$ cat src/rtl/fetch_unit_pkg.sv
// rtl/fetch_unit_pkg.sv - shared fetch definitions: FSM states, IR field positions, opcodes
package fetch_unit_pkg;

    typedef enum logic [1:0] {
        ST_IDLE = 2'd0,
        ST_REQ  = 2'd1,
        ST_DONE = 2'd2
    } fetch_state_e;

    // IR field bit positions
    localparam int OP_MSB    = 31;
    localparam int OP_LSB    = 26;
    localparam int RS_MSB    = 25;
    localparam int RS_LSB    = 21;
    localparam int RT_MSB    = 20;
    localparam int RT_LSB    = 16;
    localparam int RD_MSB    = 15;
    localparam int RD_LSB    = 11;
    localparam int SH_MSB    = 10;
    localparam int SH_LSB    = 6;
    localparam int FN_MSB    = 5;
    localparam int FN_LSB    = 0;
    localparam int IMM_MSB   = 15;
    localparam int IMM_LSB   = 0;
    localparam int JMP_MSB   = 25;
    localparam int JMP_LSB   = 0;

    // Opcodes the decoder cares about
    localparam logic [5:0] OP_RTYPE = 6'b000000;
    localparam logic [5:0] OP_LW    = 6'b100011;
    localparam logic [5:0] OP_SW    = 6'b101011;
    localparam logic [5:0] OP_BEQ   = 6'b000100;
    localparam logic [5:0] OP_J     = 6'b000010;

endpackage

$ cat src/rtl/fetch_unit_ir_field_split.sv
// rtl/fetch_unit_ir_field_split.sv - combinational split of the IR into decoder fields
module ir_field_split
    import fetch_unit_pkg::*;
(
    input  logic [31:0] ir_i,
    output logic [5:0]  opcode_o,
    output logic [5:0]  function_code_o,
    output logic [4:0]  rs_o,
    output logic [4:0]  rt_o,
    output logic [4:0]  rd_o,
    output logic [4:0]  shamt_o,
    output logic [31:0] imm_sext_o,
    output logic [25:0] jump_addr_o
);

    // Pure wiring plus sign extension of the 16-bit immediate
    always_comb begin
        opcode_o        = ir_i[OP_MSB:OP_LSB];
        function_code_o = ir_i[FN_MSB:FN_LSB];
        rs_o            = ir_i[RS_MSB:RS_LSB];
        rt_o            = ir_i[RT_MSB:RT_LSB];
        rd_o            = ir_i[RD_MSB:RD_LSB];
        shamt_o         = ir_i[SH_MSB:SH_LSB];
        imm_sext_o      = {{16{ir_i[IMM_MSB]}}, ir_i[IMM_MSB:IMM_LSB]};
        jump_addr_o     = ir_i[JMP_MSB:JMP_LSB];
    end

endmodule

$ cat src/rtl/fetch_unit.sv
// rtl/fetch_unit.sv - MIPS multicycle fetch stage (PC, IR, mem req/ack); optional FETCH_TIMEOUT_EN
module fetch_unit
    import fetch_unit_pkg::*;
#(
    parameter logic [31:0] RESET_PC       = 32'h0000_0000,
    parameter logic [31:0] PC_INC         = 32'd4,
    parameter int unsigned TIMEOUT_CYCLES = 16
) (
    input  logic        clk,
    input  logic        reset,
    input  logic        fetch_start,
    input  logic        pc_load,
    input  logic [31:0] pc_next,
    output logic        mem_req,
    output logic [31:0] mem_addr,
    input  logic [31:0] mem_rdata,
    input  logic        mem_ack,
    output logic [31:0] pc,
    output logic [31:0] instr,
    output logic [5:0]  opcode,
    output logic [5:0]  functionCode,
    output logic [4:0]  rs,
    output logic [4:0]  rt,
    output logic [4:0]  rd,
    output logic [4:0]  shamt,
    output logic [31:0] imm_sext,
    output logic [25:0] jump_addr,
    output logic        instr_valid,
    output logic        busy,
    output logic        fetch_err
);

    fetch_state_e state_q, state_d;
    logic [31:0]  pc_q, pc_d;
    logic [31:0]  ir_q, ir_d;
    logic [31:0]  pend_pc_q, pend_pc_d;
    logic         pend_valid_q, pend_valid_d;
    logic [31:0]  load_pc;

    assign load_pc = pc_next & ~32'd3;

`ifdef FETCH_TIMEOUT_EN
    localparam int CNT_W = $clog2(TIMEOUT_CYCLES + 1);
    logic [CNT_W-1:0] cnt_q, cnt_d;
    logic             err_q, err_d;

    // Timeout counter and sticky error flag
    always_ff @(posedge clk or posedge reset) begin
        if (reset) begin
            cnt_q <= '0;
            err_q <= 1'b0;
        end else begin
            cnt_q <= cnt_d;
            err_q <= err_d;
        end
    end

    assign fetch_err = err_q;
`else
    assign fetch_err = 1'b0;
`endif

    // FSM state, PC, IR and deferred-redirect registers
    always_ff @(posedge clk or posedge reset) begin
        if (reset) begin
            state_q      <= ST_IDLE;
            pc_q         <= RESET_PC;
            ir_q         <= '0;
            pend_pc_q    <= '0;
            pend_valid_q <= 1'b0;
        end else begin
            state_q      <= state_d;
            pc_q         <= pc_d;
            ir_q         <= ir_d;
            pend_pc_q    <= pend_pc_d;
            pend_valid_q <= pend_valid_d;
        end
    end

    // Next-state logic: redirects apply at once outside REQ, and are parked until ack inside it
    always_comb begin
        state_d      = state_q;
        pc_d         = pc_q;
        ir_d         = ir_q;
        pend_pc_d    = pend_pc_q;
        pend_valid_d = pend_valid_q;
`ifdef FETCH_TIMEOUT_EN
        cnt_d        = '0;
        err_d        = err_q;
`endif
        case (state_q)
            ST_REQ: begin
                if (mem_ack) begin
                    ir_d         = mem_rdata;
                    // A load arriving on the ack edge is the most recent redirect
                    if (pc_load)
                        pc_d = load_pc;
                    else if (pend_valid_q)
                        pc_d = pend_pc_q;
                    else
                        pc_d = pc_q + PC_INC;
                    pend_valid_d = 1'b0;
                    state_d      = ST_DONE;
                end else begin
                    if (pc_load) begin
                        pend_pc_d    = load_pc;
                        pend_valid_d = 1'b1;
                    end
`ifdef FETCH_TIMEOUT_EN
                    if (cnt_q == CNT_W'(TIMEOUT_CYCLES - 1)) begin
                        state_d      = ST_IDLE;
                        pend_valid_d = 1'b0;
                        err_d        = 1'b1;
                    end else begin
                        cnt_d = cnt_q + CNT_W'(1);
                    end
`endif
                end
            end
            ST_IDLE, ST_DONE: begin
                if (pc_load)
                    pc_d = load_pc;
                state_d = fetch_start ? ST_REQ : ST_IDLE;
            end
            default: begin
                state_d = ST_IDLE;
            end
        endcase
    end

    assign mem_req     = (state_q == ST_REQ);
    assign busy        = (state_q == ST_REQ);
    assign instr_valid = (state_q == ST_DONE);
    assign mem_addr    = pc_q;
    assign pc          = pc_q;
    assign instr       = ir_q;

    ir_field_split u_split (
        .ir_i            (ir_q),
        .opcode_o        (opcode),
        .function_code_o (functionCode),
        .rs_o            (rs),
        .rt_o            (rt),
        .rd_o            (rd),
        .shamt_o         (shamt),
        .imm_sext_o      (imm_sext),
        .jump_addr_o     (jump_addr)
    );

endmodule
$ cat config.mk
export PLATFORM = sky130hd
export DESIGN_NAME = fetch_unit
export DESIGN_NICKNAME = d
export VERILOG_FILES = /design/src/rtl/fetch_unit_pkg.sv /design/src/rtl/fetch_unit_ir_field_split.sv /design/src/rtl/fetch_unit.sv
export SDC_FILE = /design/constraint.sdc
export NUM_CORES = 1
export LEC_CHECK = 0
export CELL_PAD_IN_SITES_DETAIL_PLACEMENT = 1
export CELL_PAD_IN_SITES_GLOBAL_PLACEMENT = 1
export CORE_ASPECT_RATIO = 2
export CORE_UTILIZATION = 33
export DETAILED_ROUTE_END_ITERATION = 10
export PLACE_DENSITY_LB_ADDON = 0.1
export SYNTH_ARGS = -nofsm -noshare
export SYNTH_HDL_FRONTEND = slang
export SYNTH_SLANG_ARGS = --single-unit
$ cat constraint.sdc
create_clock -name clk -period 6.8 [get_ports clk]
set_clock_uncertainty 0.2 [all_clocks]
set_input_delay 1.36 -clock clk [delete_from_list [all_inputs] [get_ports clk]]
set_output_delay 1.36 -clock clk [all_outputs]
set_load 0.005 [all_outputs]
# Word level (Yosys, flattened, before mapping)
# Cells that the tools add are included.
# totals
ff_bits	97
word_cells	29
# classes
bitwise	1
add_sub_neg	1
eq_ne	4
muxes	10
reduce_logical	8
# ops
op	n
two-way mux 32 bit	4
one-hot mux 32 bit (2 select lines)	1
adder 32 x 3 -> 32 bit (second input constant)	1
AND reduction 3 bit	2
inequality test 2 bit (second input constant)	2
one-hot mux 2 bit (2 select lines)	1
AND reduction 2 bit	2
nonzero test 2 bit	2
two-way mux 1 bit	3
== test 2 x 1 -> 1 bit (second input constant)	1
== test 2 bit (second input constant)	1
zero test 2 bit	1
two-way mux 2 bit	1
OR reduction 2 bit	1
inverter 1 bit	1

# Logic depth before layout (Yosys ltp)
# depth
depth_word	5
depth_mapped	8

# By module
# Synthesis repeated with hierarchy kept, for this count alone.
# hier_totals
cells_unflattened	551
area_unflattened_um2	5620.4
# modules_own_cells
module	n_inst	cells_each	area_each_um2
fetch_unit	1	461	4944.7
ir_field_split	1	90	675.6

# Worst setup path before layout
# No wires, ideal clock.
# synth_path
path_type	input port to flip-flop
from	in mem_ack
to	reg pc_q[10] (netlist: mem_addr[10])
t_arrival_ps	2523
cell_stages	6
required_time_ps	6474
path_buffers	2
setup_slack_ps	3950
path_cell_list	and3b_1 > buf_2 > a21oi_2 > nor2_1 > clkbuf_1 > a221o_2
# synth_between
elab_chain_cells	2
# synth_rtl
item	line_no	source
start, declared	fetch_unit.sv:17	input logic mem_ack,
inequality test 2 bit (no line)	-	
AND reduction 3 bit (no line)	-	
end signal, assigned	fetch_unit.sv:73	pc_q <= pc_d;
end, declared	fetch_unit.sv:34	logic [31:0] pc_q, pc_d;
# No other way between the ends.
# A chain may end at the register's enable or synchronous reset.

# Worst setup path after layout
# layout_path
from	in mem_ack
to	reg pc_q[18] (netlist: mem_addr[18])
# The elaborated chain is that of the path after synthesis.

==> summary.txt <==
Floorplan
  – Die ar.: 17600 sq um
  – Core Box Area: around 17000 sq um
  – Initial core utilization: between 30% and 40%
  – Number of top-level pins: approximately 260
  – Row cnt: 67
  – Die width: between 90 and 100 um
  – Die Span Y: 187 um

Synth
  – Cells after Synth: about 550
  – Mux cell area share after synthesis: between 10 and 15%
  – Compound-cell area share of the yosys netlist: 9.46%
  – Syn avg cell area: 10.2 sq um
  – Post-Synth Simple-Gate Area: 12.7%
  – FFs w/ async S/R, synth: 100%
  – Synth Area in XOR/XNOR: around 3.3%
  – Post-synthesis cell type count: between 50 and 60
  – Syn. warnings: 0
  – Mapped cell area: 5620 sq um
  – Ys flop type: dfrtp_1
  – Sequential-to-total area share from yosys stat: around 42%
  – EDFF count, synth: 0
  – Yosys reg bits: 95
  – Largest family of logic cells by synthesized area: buffers and inverters
  – Adder-cell area share of the yosys netlist: less than 1%

STA
  – Endpoints failing setup: 0
  – Final period util: a little over three fifths
  – Total negative slack: 0 ns
  – Unrepaired setup endpoints after global routing: false
  – Fin worst setup slack: between 2 and 2.5 ns
  – WHS: 0.303 ns
  – Least-Margin Pin Slew: around 0.96 ns
  – Fin. Hold Viols: 0
  – Max-slew violations: 0
  – Slew HR: 35.8%
  – Max Fclk: ~230 MHz
  – Min cycle time layout: 4.30 ns

Power
  – P_leak: a little over 0.003 uW
  – Internal power: just under 2000 uW
  – Combinational group share of total power: between 40% and 50%
  – Switching Share: 32.5%
  – Sw Pwr: just over 900 uW
  – PwrDens: roughly 370 nW/um^2
  – Clock Power Share: ~16%
  – Sequential share of power: between 30% and 40%
  – Worst IR Drop VDD: about 0.14 mV

Outcome
  – Run status: complete, no violations

Clock tree
  – H-tree levels: 3
  – Post-cts resize count: 0
  – Clock buffer depth: 2
  – CTS root buffer: clkbuf_16
  – Num CTS Buffers: 9
  – Post-CTS Hold Buffers: 0
  – Clock transition at path regs: about 0.07 ns
  – Clock sink count: between 90 and 100
  – Clk Latency, worst-skew pair: about 0.35 ns
  – Post-CTS setup buffer count: 0
  – CTS tree: yes

Min path
  – Hold path start: state_q[1]
  – HP Class: reg2reg

Place
  – PortBufs: 251
  – Post-DP HPWL: approximately 12000 um
  – Setup WS pre-CTS: between 2 and 2.5 ns
  – Gpl congestion: ~0.77
  – Placed Cells: 869

Cells and area
  – Commonest non-fill, non-tap cell in the layout: clkdlybuf4s50_1
  – Nets: 743
  – Non-filler cells, final: about 880
  – Number of antenna diodes: 0
  – Fin util: ~46%
  – Most frequent cells in the layout: clkdlybuf4s50_1, dfrtp_1, mux2_2
  – Area grow syn2layout: 36.2%
  – Fraction of layout cells with a size suffix above 1: approximately 14%

Detailed routing
  – DRT Pass-1 Iters: 4
  – Vias per inst: ~5.1
  – DRT iter0 DRCs: 99
  – Final wirelength: between 15000 and 20000 um
  – Vias: approximately 4500
  – DR WL/cell: about 19 um
  – Drt drc: 0
  – Antenna Violating Nets Remaining: 0

Critical path
  – CP max-delay cell: and3b_2
  – Category of the worst setup path capture point: flip-flop
  – Worst Path Required: about 7 ns
  – Critical Path, Cell by Cell: clkdlybuf4s50_1 > and3b_2 > a21oi_2 > buf_4 > nor3_1 > a221oi_1 > o21ai_0
  – Reg-to-reg startpoint: state_q[1]
  – Crit-path max cell delay: around 0.78 ns
  – Crit start category: input pin
  – Setup Crit Path Kind: in2reg
  – Arr. time, crit path: roughly 4.4 ns
  – Max FO, Critical Path: 36
  – Critical path origin: mem_ack

Global route
  – Gr usage total: 19.1%
  – First-pass GRT wire length: between 20000 and 30000 um
  – Initial antenna violation count: 0
  – Vias in the first global route: between 4000 and 5000
  – Total gr overflow: 0
  – Largest net degree at the start of global routing: ~50

Flow run
  – Max-Cap Viols: 0
==> layout make-up <==
cell class                      instances  area, sq um
Inverter                                6         25.0
Timing Repair Buffer                  258         2560
Sequential cell                        95         2380
Fill cell                            1834         9030
Multi-Input combinational cell        303         2170
Tap cell                              207          259
Clock inverter                          4         25.0
Clock buffer                           10          229
==> Yosys cell counts, types with 2 or more instances <==
| cell type | count | share of area, % |
|---|---|---|
| buf_4 | 126 | 17 |
| dfrtp_1 | 95 | 42 |
| mux2_2 | 62 | 12 |
| nand2_1 | 36 | 2.4 |
| nor2_1 | 28 | 1.9 |
| o21ai_0 | 23 | 2.0 |
| nand3_1 | 21 | 1.9 |
| and3_1 | 15 | 1.7 |
| clkbuf_1 | 15 | 1.0 |
| xor2_1 | 13 | 2.0 |
| a21oi_1 | 11 | 0.98 |
| nand4_1 | 9 | 1.0 |
| nor3_1 | 8 | 0.71 |
| xnor2_1 | 8 | 1.2 |
| a221oi_1 | 7 | 1.1 |
| a221o_1 | 6 | 1.1 |
| a31oi_1 | 6 | 0.67 |
| inv_1 | 5 | 0.33 |
| o211ai_1 | 5 | 0.67 |
| buf_2 | 4 | 0.36 |
| a211oi_1 | 3 | 0.40 |
| and4_1 | 3 | 0.47 |
| buf_1 | 3 | 0.20 |
| a211o_1 | 2 | 0.31 |
| clkbuf_8 | 2 | 0.49 |
| nor2b_1 | 2 | 0.22 |
| nor3_2 | 2 | 0.36 |
| nor4_1 | 2 | 0.22 |
| o22ai_1 | 2 | 0.22 |
| o31ai_1 | 2 | 0.27 |
==> routing by layer <==
| metal | share of wire [%] | up-vias | global-route usage, % |
|---|---|---|---|
| li1 | - | 2044 | - |
| met4 | 2.2 | 0 | 7.51 |
| met1 | 35 | 2235 | 19.4 |
| met2 | 58 | 188 | 36.8 |
| met5 | 0 | - | 0 |
| met3 | 5.5 | 22 | 3.26 |
==> stage by stage <==
step | power (uW) | cell area, sq um
floorplan | 1790 | 5640
global placement | 2380 | 7400
detailed placement | 2430 | 7400
CTS | 2900 | 7650
global route | 3050 | 7650
finish | 2850 | 7650
==> worst max-delay path: cells and delay by family <==
| family | cells | cell delay, ns |
|---|---|---|
| compound gates | 3 | 0.64 |
| buf+inv | 2 | 0.83 |
| simple gates | 2 | 1.52 |
==> worst paths after layout <==
| check | to | slack (ns) | depth (start not counted) |
|---|---|---|---|
| max in group asynchronous | instr[7] | 4.01 | 3 |
| min in group asynchronous | instr[6] | 1.23 | 2 |
| max reg2reg | mem_addr[18] | 3.59 | 6 |
| min reg2reg | state_q[0] | 0.30 | 1 |
| max | mem_addr[18] | 2.50 | 7 |
| min | state_q[0] | 0.30 | 1 |
==> state kept, by name (all words and copies together), names as in the netlist <==
register / flops
mem_addr: 30
state_q: 2
pend_valid_q: 1
instr: 32
pend_pc_q: 30
==> kinds of logic (layout without fill, tap and decap cells) <==
group,Yosys count,after routing
xor+xnor,21,21
simple gates,135,135
other cells,1,5
fa+ha+maj,1,1
flops,95,95
mux,63,63
compound gates,78,78
buf+inv,157,278
==> power by group through the flow <==
stage	clock [uW]	combinational [uW]	sequential (uW)
global route	498	1470	1080
CTS	478	1380	1040
global placement	0	1350	1030
detailed placement	0	1380	1050
floorplan	0	802	987
finish	461	1360	1030
Power figures use the tool's default switching activity.
